### config.mk
export PLATFORM = sky130hd
export DESIGN_NAME = regfile_mp
export DESIGN_NICKNAME = d
export VERILOG_FILES = /design/src/rtl/regfile_pkg.sv /design/src/rtl/regfile_scoreboard.sv /design/src/rtl/regfile_mp.sv
export SDC_FILE = /design/constraint.sdc
export NUM_CORES = 2
export LEC_CHECK = 0
export CORE_MARGIN = 3
export CORE_UTILIZATION = 50
export CTS_CLUSTER_SIZE = 10
export DETAILED_ROUTE_END_ITERATION = 8
export PLACE_DENSITY = 0.67
export SYNTH_ARGS = -nofsm -noshare
export SYNTH_HDL_FRONTEND = slang
export SYNTH_SLANG_ARGS = --single-unit
### constraint.sdc
create_clock -name clk_i -period 2.98 [get_ports clk_i]
set_input_delay 0.447 -clock clk_i [delete_from_list [all_inputs] [get_ports clk_i]]
set_output_delay 0.447 -clock clk_i [all_outputs]
set_load 0.01 [all_outputs]
### src/rtl/regfile_pkg.sv
// Shared defaults and the write-port priority search used by the forwarding muxes.
// Pure types/functions: no state, no latency.
package regfile_pkg;

  localparam int XLEN_DEF  = 32;
  localparam int NREGS_DEF = 32;
  localparam int MAX_WR    = 8;
  localparam int WIDX_W    = $clog2(MAX_WR);

  typedef struct packed {
    logic              hit;
    logic [WIDX_W-1:0] idx;
  } wr_match_t;

  // Highest set bit wins, so later ports override earlier ones on a shared address.
  function automatic wr_match_t wr_match_hi(input logic [MAX_WR-1:0] match);
    wr_match_t res;
    res = '0;
    for (int i = 0; i < MAX_WR; i++) begin
      if (match[i]) begin
        res.hit = 1'b1;
        res.idx = WIDX_W'(i);
      end
    end
    return res;
  endfunction

endpackage

### src/rtl/regfile_scoreboard.sv
// Per-register busy scoreboard plus write-collision flag; one-cycle registered outputs.
// Never stalls: claims and writes are absorbed every cycle.
module regfile_scoreboard #(
  parameter  int NREGS = 32,
  parameter  int NWR   = 2,
  localparam int AW    = $clog2(NREGS)
) (
  input  logic              clk_i,
  input  logic              reset_i,
  input  logic [NWR-1:0]    wr_en_i,
  input  logic [NWR-1:0]    wr_eff_i,
  input  logic [NWR*AW-1:0] wr_addr_i,
  input  logic              claim_en_i,
  input  logic [AW-1:0]     claim_addr_i,
  output logic [NREGS-1:0]  busy_vec_o,
  output logic              wr_conflict_o
);

  logic [NREGS-1:0] busy_q, busy_d;
  logic             conflict_q, conflict_d;

  always_comb begin
    busy_d = busy_q;
    for (int w = 0; w < NWR; w++) begin
      if (wr_eff_i[w]) busy_d[wr_addr_i[w*AW +: AW]] = 1'b0;
    end
    // Applied after the clears: a new producer supersedes the one retiring now.
    if (claim_en_i) busy_d[claim_addr_i] = 1'b1;
  end

  always_comb begin
    conflict_d = 1'b0;
    for (int i = 0; i < NWR; i++) begin
      for (int j = i + 1; j < NWR; j++) begin
        if (wr_en_i[i] && wr_en_i[j] &&
            (wr_addr_i[i*AW +: AW] == wr_addr_i[j*AW +: AW]) &&
            (wr_addr_i[i*AW +: AW] != '0))
          conflict_d = 1'b1;
      end
    end
  end

  always_ff @(posedge clk_i) begin
    if (reset_i) begin
      busy_q     <= '0;
      conflict_q <= 1'b0;
    end else begin
      busy_q     <= busy_d;
      conflict_q <= conflict_d;
    end
  end

  assign busy_vec_o    = busy_q;
  assign wr_conflict_o = conflict_q;

endmodule

### src/rtl/regfile_mp.sv
// Multi-port register file: combinational reads with optional same-cycle bypass, writes on clk edge.
// No handshake and never stalls; consumers stall on rd_busy_o from the busy scoreboard.
module regfile_mp
  import regfile_pkg::*;
#(
  parameter  int XLEN     = XLEN_DEF,
  parameter  int NREGS    = NREGS_DEF,
  parameter  int NRD      = 2,
  parameter  int NWR      = 2,
  parameter  int ZERO_REG = 1,
  parameter  int BYPASS   = 1,
  localparam int AW       = $clog2(NREGS)
) (
  input  logic                clk_i,
  input  logic                reset_i,
  input  logic [NRD*AW-1:0]   rd_addr_i,
  output logic [NRD*XLEN-1:0] rd_data_o,
  output logic [NRD-1:0]      rd_busy_o,
  input  logic [NWR-1:0]      wr_en_i,
  input  logic [NWR*AW-1:0]   wr_addr_i,
  input  logic [NWR*XLEN-1:0] wr_data_i,
  input  logic                claim_en_i,
  input  logic [AW-1:0]       claim_addr_i,
  output logic [NREGS-1:0]    busy_vec_o,
  output logic                wr_conflict_o
);

  logic [XLEN-1:0] regs_q [NREGS];
  logic [XLEN-1:0] regs_d [NREGS];
  logic [NWR-1:0]  wr_eff;
  logic            claim_eff;

  // Writes and claims to the hardwired zero register are dropped here, once.
  always_comb begin
    wr_eff = '0;
    for (int w = 0; w < NWR; w++) begin
      wr_eff[w] = wr_en_i[w] && !((ZERO_REG != 0) && (wr_addr_i[w*AW +: AW] == '0));
    end
  end

  assign claim_eff = claim_en_i && !((ZERO_REG != 0) && (claim_addr_i == '0));

  always_comb begin
    for (int r = 0; r < NREGS; r++) regs_d[r] = regs_q[r];
    for (int w = 0; w < NWR; w++) begin
      if (wr_eff[w]) regs_d[wr_addr_i[w*AW +: AW]] = wr_data_i[w*XLEN +: XLEN];
    end
  end

  always_ff @(posedge clk_i) begin
    if (reset_i) begin
      for (int r = 0; r < NREGS; r++) regs_q[r] <= '0;
    end else begin
      for (int r = 0; r < NREGS; r++) regs_q[r] <= regs_d[r];
    end
  end

  always_comb begin
    logic [AW-1:0]     addr;
    logic [MAX_WR-1:0] match;
    wr_match_t         fwd;
    logic [XLEN-1:0]   data;
    logic              busy;
    rd_data_o = '0;
    rd_busy_o = '0;
    addr      = '0;
    match     = '0;
    fwd       = '0;
    data      = '0;
    busy      = 1'b0;
    for (int p = 0; p < NRD; p++) begin
      addr  = rd_addr_i[p*AW +: AW];
      match = '0;
      for (int w = 0; w < NWR; w++) begin
        match[w] = wr_eff[w] && (wr_addr_i[w*AW +: AW] == addr);
      end
      fwd  = wr_match_hi(match);
      data = regs_q[addr];
      busy = busy_vec_o[addr];
      if ((BYPASS != 0) && fwd.hit) begin
        busy = 1'b0;
        for (int w = 0; w < NWR; w++) begin
          if (int'(fwd.idx) == w) data = wr_data_i[w*XLEN +: XLEN];
        end
      end
      if ((ZERO_REG != 0) && (addr == '0)) begin
        data = '0;
        busy = 1'b0;
      end
      rd_data_o[p*XLEN +: XLEN] = data;
      rd_busy_o[p]              = busy;
    end
  end

  regfile_scoreboard #(
    .NREGS (NREGS),
    .NWR   (NWR)
  ) u_scoreboard (
    .clk_i         (clk_i),
    .reset_i       (reset_i),
    .wr_en_i       (wr_en_i),
    .wr_eff_i      (wr_eff),
    .wr_addr_i     (wr_addr_i),
    .claim_en_i    (claim_eff),
    .claim_addr_i  (claim_addr_i),
    .busy_vec_o    (busy_vec_o),
    .wr_conflict_o (wr_conflict_o)
  );

endmodule

# Word level (Yosys, flattened, before mapping)
# Memories as Yosys holds them, arrays and structs flattened.
# Index checks and enable logic that the tools add are counted.
[word_totals]
mem_count = 1
word_cells = 160
input_bits = 94
mem_bits_rw = 1024
reg_bits = 33
[mem_list]
columns = ["name", "words", "word_bits", "rd", "rd_clocked_by_memory_dff", "write_ports", "line", "text"]
rows = [
  ["regs_q", 32, 32, 34, 0, 32, "regfile_mp.sv:28", "logic [XLEN-1:0] regs_q [NREGS];"],
]
[classes]
n_eq_ne = 7
magnitude_cmp = 12
mux = 73
n_bitwise = 39
n_reduce_logical = 26
[ops]
columns = ["cell", "count"]
rows = [
  ["bitwise mux 1024 bit", 2],
  ["two-way mux 1024 bit", 2],
  ["two-way mux 32 bit", 45],
  ["demux 32 bit (select 5 bit)", 2],
  ["bitwise AND 32 bit", 2],
  ["NOT 32 bit", 2],
  ["OR 1 bit", 32],
  ["OR 32 bit", 1],
  ["less-than comparator 5 x 6 -> 1 bit, second input constant", 5],
  ["equality test 5 bit", 5],
  ["zero test 5 bit", 5],
  ["two-way mux 4 bit", 4],
  ["demux 1 bit (select 5 bit)", 3],
  ["greater-or-equal comparator 5 x 1 -> 1 bit, second input constant", 3],
  ["logical AND 1 bit", 15],
  ["two-way mux 1 bit", 13],
  ["greater-or-equal comparator 6 bit, second input constant", 2],
  ["less-than comparator 6 x 1 -> 1 bit, second input constant", 2],
  ["NOT 5 -> 6 bit", 2],
  ["binary-select mux 1 bit (select 5 bit)", 2],
  ["equality test 3 x 2 -> 1 bit, second input constant", 2],
  ["zero test 3 bit", 2],
  ["nonzero test 5 bit", 1],
  ["zero test 1 bit", 3],
]

# Logic depth before layout (Yosys ltp)
[logic_depth]
ltp_word = 11
depth_mapped = 10
ltp_nobuf = 6

# Hierarchy
# Synthesis repeated with hierarchy kept, for this count alone.
[unflattened]
hier_cells = 6870
area_unflattened_um2 = 65454.0
[modules_own_cells]
columns = ["module", "instances", "area_each_um2", "cells_per_inst"]
rows = [
  ["regfile_mp", 1, 63758.6, 6675],
  ["regfile_scoreboard", 1, 1695.4, 195],
]

# Worst setup path after synthesis
# Ideal clock, no wire load.
[synth_timing]
path_kind = "in2out"
startpoint = "in rd_addr_i[5]"
endpoint = "out rd_data_o[37]"
path_stages = 7
path_buffers = 3
required_time_ps = 2533
setup_slack_ps = 518
arrival_ps = 2015
path_cell_list = "buf_2 buf_6 buf_2 mux4_2 a22oi_1 and4_1 o21ai_1"
[synth_between]
elab_chain_len = 8
elab_cells_between_ends = 14
cone_classes = "eq/ne (3); mux (6); reduce/logical (4); memory (1)"
[synth_lines]
columns = ["element", "line", "text"]
rows = [
  ["start, declared", "regfile_mp.sv:16", "input logic [NRD*AW-1:0] rd_addr_i,"],
  ["parallel branches: the longest is 7 deep, another holds memory read (32 x 32 bit)", "-", ""],
  ["two-way mux 32 bit *", "regfile_mp.sv:86", "if ((ZERO_REG != 0) && (addr == '0)) begin"],
  ["end, declared", "regfile_mp.sv:17", "output logic [NRD*XLEN-1:0] rd_data_o,"],
]
# Every way passes the cells marked *.

==> impl_metrics.csv <==
group,metric,value,unit
sta,hold_viol,0,
yosys,synth_cell_types,67,
yosys,muxShareOfSynthArea,0.2947,
yosys,synth_nets,7310,
setup_path,crit_path_start_kind,"flop",
routing,highest_layer,"met5",
floorplan,die_x,367.8,um
yosys,seq_area_frac_synth,0.3233,
grt,grt_overflow,0,
power,ir_drop,0.5152,mV
yosys,synth_cells,7216,
cells_and_area,post-route-util,0.6086,
cts,cts.sink_count,1057,
setup_path,critical_path.cell_chain,"mux4_2 -> mux2_4 -> o211ai_1 -> o2111ai_1 -> o211a_1 -> buf_2",
setup_path,crit_arrival,2.63,ns
cts,clock-root-buffer,"clkbuf_16",
sta,finalCritPeriodShare,1.031,
yosys,synthXorXnorAreaFrac,0.003345,
yosys,synth_seq_cells,1057,
placed_design,io_buffers,192,
setup_path,timing.rr.start,"regs_q[13][2]",
power,sequentialPowerShare,0.417,
yosys,syn_area,65460,um2
sta,period_needed,3.074,ns
setup_path,crit_buf_inv,1,
floorplan,io_pins,193,
floorplan,dieArea,135300,um2
routing,route.met2.wl,119500,um
cts,ctsHtreeMaxLevel,4,
placed_design,gp_congestion,1.036,
setup_path,critPathMaxStageDelay,0.48,ns
sta,worst_pin_slew,0.8702,ns
setup_path,critPathMaxFanout,2,
power,switching_share,0.2838,
setup_path,crit_path_end_kind,"output port",
grt,grt_start_max_net_pins,106,
status,violations,"negative setup slack",
power,comb_power_share,0.152,
status,outcome,"complete, but fails checks",
sta,fmaxAchievable,0.3253,GHz
yosys,async_reset_ff_frac,0,
setup_path,cpMaxStageDelayCell,"mux4_2",
grt,track_usage,0.4217,
sta,whs,0.05232,ns
power,powerDensity,444.7,nW/um2
grt,grt_pass1_vias,61745,
routing,wl_per_cell,32.74,um
sta,rsz0062_at_grt,"yes",
min_path,min_from,"wr_en_i[1]",
setup_path,crit_required,2.53,ns
sta,setup_viol_count_final,5,
yosys,synth_fa_ha_area_frac,0,
sta,drv_slew,0,
grt,grt_first_pass_wirelength,427800,um
floorplan,std_cell_rows,132,
setup_path,worstSetupPathType,"reg2out",
floorplan,die_h,367.8,um
placed_design,place.detailed.hpwl,187700,um
cells_and_area,drive_gt1_frac,0.2021,
yosys,synth_edf_count,0,
cts,clk_latency,0.79,ns
cts,cts_tree,"built",
yosys,ys_warn_count,0,
floorplan,initial_core_util,0.5042,
yosys,synth_compound_area_frac,0.1821,
yosys,synth_top_family_by_area,"multiplexers",
cells_and_area,fillerInstances,10764,
power,cellLeakagePower,30.81,nW
min_path,hp-class,"in2reg",
cts,cts.clk_slew.worst_paths,0.06,ns
yosys,synth-simple-area-share,0.1265,
routing,drt-met1-wl,108500,um
routing,via_per_inst,7.152,
routing,wl_met3,44430,um
setup_path,crit_start,"regs_q[27][28]",
power,clkPwrFrac,0.432,
routing,drtPass1Iterations,9,
routing,final_antenna_net_count,0,
cells_and_area,area_growth,20.70,%
routing,drc,0,
power,internal_power,25.16,mW
routing,drtIter0Drc,10473,
routing,via_count,65238,
cells_and_area,finalNetCount,7398,
power,p_sw,9.971,mW
yosys,avgSynthCellArea,9.071,um2
setup_path,critical_path.top_delay_family,"multiplexers",
yosys,ys.flop_type,"dfxtp_1",
cts,cts_max_path_buffers,3,
sta,finClkSkew,0,ns
job,maxCapViolCount,0,
grt,antenna_found_initial,14,
routing,drt-total-wl,298600,um
sta,slew_headroom,0.4154,
floorplan,core_area,129800,um2
cts,cts_buffers,131,
sta,timing.final.ws_setup,-0.09379,ns
worst paths after layout:
check | to | slack, ns | cells after the start
hold reg to reg | regs_q[0][31] | 0.48 | 1
hold / removal | u_scoreboard.wr_conflict_o | 0.05 | 3
setup / recovery | rd_data_o[60] | -0.09 | 6
setup reg to reg | regs_q[13][2] | 2.09 | 2
repair_timing:
| item | in CTS | in global routing |
|---|---|---|
| setup endpoints to repair | 66 | 65 |
| hold buffers | 0 | 0 |
| gates cloned | 7 | 5 |
| gates resized for setup | 449 | 119 |
| buffers inserted | 57 | 37 |
| pin swaps | 43 | 40 |
tightest hold or removal path, stage by stage:
cell and delay [ns]:
dlymetal6s2s_1 0.19, nand3b_1 0.13, nor3_1 0.05
Yosys cell counts, types with 4 or more instances:
cell type     n  area share
nand3b_1      9      0.0010
a22o_1       61      0.0082
and2_1       10     0.00096
nand4_1       7     0.00067
a311oi_1    192       0.026
nor3_1       35      0.0027
o21ai_1      62      0.0047
nor2_4        7      0.0012
buf_6        28      0.0048
clkbuf_1    564       0.032
dfxtp_1    1057        0.32
a31oi_1      30      0.0029
nor2_2        5     0.00048
xnor2_1      19      0.0025
and3_1        6     0.00057
nand2b_1      8     0.00076
nand3_1     266       0.020
nand2_2       5     0.00048
a32oi_1      16      0.0021
o21ai_0      32      0.0024
clkbuf_2     25      0.0019
mux4_2      216       0.074
nand2_1     353       0.020
buf_1       101      0.0058
a22oi_1     253       0.029
nand3_2       4     0.00061
a21oi_1      47      0.0036
buf_4       112       0.013
buf_2       160       0.012
and4_1       60      0.0080
nor2b_1      43      0.0041
a211oi_1    833       0.096
xor2_1        6     0.00080
nor2_1     1039       0.060
mux2i_1    1439        0.22
o22ai_1      61      0.0058
through the flow:
step	std cells	power (mW)	worst slack, ns	area (um2)	setup TNS (ns)
finish	9122	35.13	-0.09379	79000	-0.2137
global route	9111	35.80	-0.1024	78980	-0.2504
CTS	9081	34.78	-0.09153	78420	-0.2249
detailed placement	8822	19.80	-0.7659	73490	-37.36
global placement	8822	19.76	-0.6914	73490	-36.40
floorplan	7216	17.60	0.5177	65460	0
state kept, by name (all words and copies together), names as in the netlist:
register / cells
u_scoreboard.wr_conflict_o: 1
u_scoreboard.busy_vec_o: 32
regs_q: 1024
layout make-up:
cell class	instances	area (um2)	share of cell area
clock buffer	182	3685	0.04664
tap	1742	2180	0.02759
sequential	1057	21200	0.2684
clock inverter	16	183.9	0.002328
inverter	1	3.754	0.00004751
multi-input combinational	5167	40830	0.5168
timing repair buffer	946	10890	0.1379
antenna	11	27.53	0.0003484
cell usage in the layout (no fill, tap or decap), types with 28 or more instances in the layout:
master,netlist,layout
a211oi_1,833,815
a21oi_1,47,46
a22o_1,61,61
a22oi_1,253,243
a311oi_1,192,192
and4_1,60,35
buf_12,0,256
buf_2,160,58
buf_4,112,459
buf_6,28,28
clkbuf_1,564,34
clkbuf_16,0,140
clkdlybuf4s50_1,0,103
dfxtp_1,1057,1022
dfxtp_2,0,35
mux2i_1,1439,1434
mux4_2,216,216
nand2_1,353,308
nand2_4,0,36
nand3_1,266,261
nor2_1,1039,1035
nor2b_1,43,37
nor3_1,35,28
o21ai_1,62,44
o21ai_2,0,30
o22ai_1,61,55
per-layer routing:
metal / global-route usage / vias up
li1: - / 27069
met1: 0.5377 / 31388
met2: 0.5825 / 5319
met5: 0 / -
met4: 0.3136 / 12
met3: 0.1497 / 1450
power by group through the flow:
stage | Clock [mW] | Combinational [mW] | Sequential [mW]
finish | 15.2 | 5.32 | 14.6
global route | 15.7 | 5.43 | 14.6
CTS | 15.2 | 5.01 | 14.6
detailed placement | 0 | 4.89 | 14.9
global placement | 0 | 4.86 | 14.9
floorplan | 0 | 2.75 | 14.8
cells by family after synthesis:
kind of cell           after synthesis
buffers and inverters              992
flip-flops                        1057
multiplexers                      1657
AO/OA/AOI/OAI                     1600
XOR/XNOR                            25
AND/OR/NAND/NOR                   1885
Power figures use the tool's default switching activity.
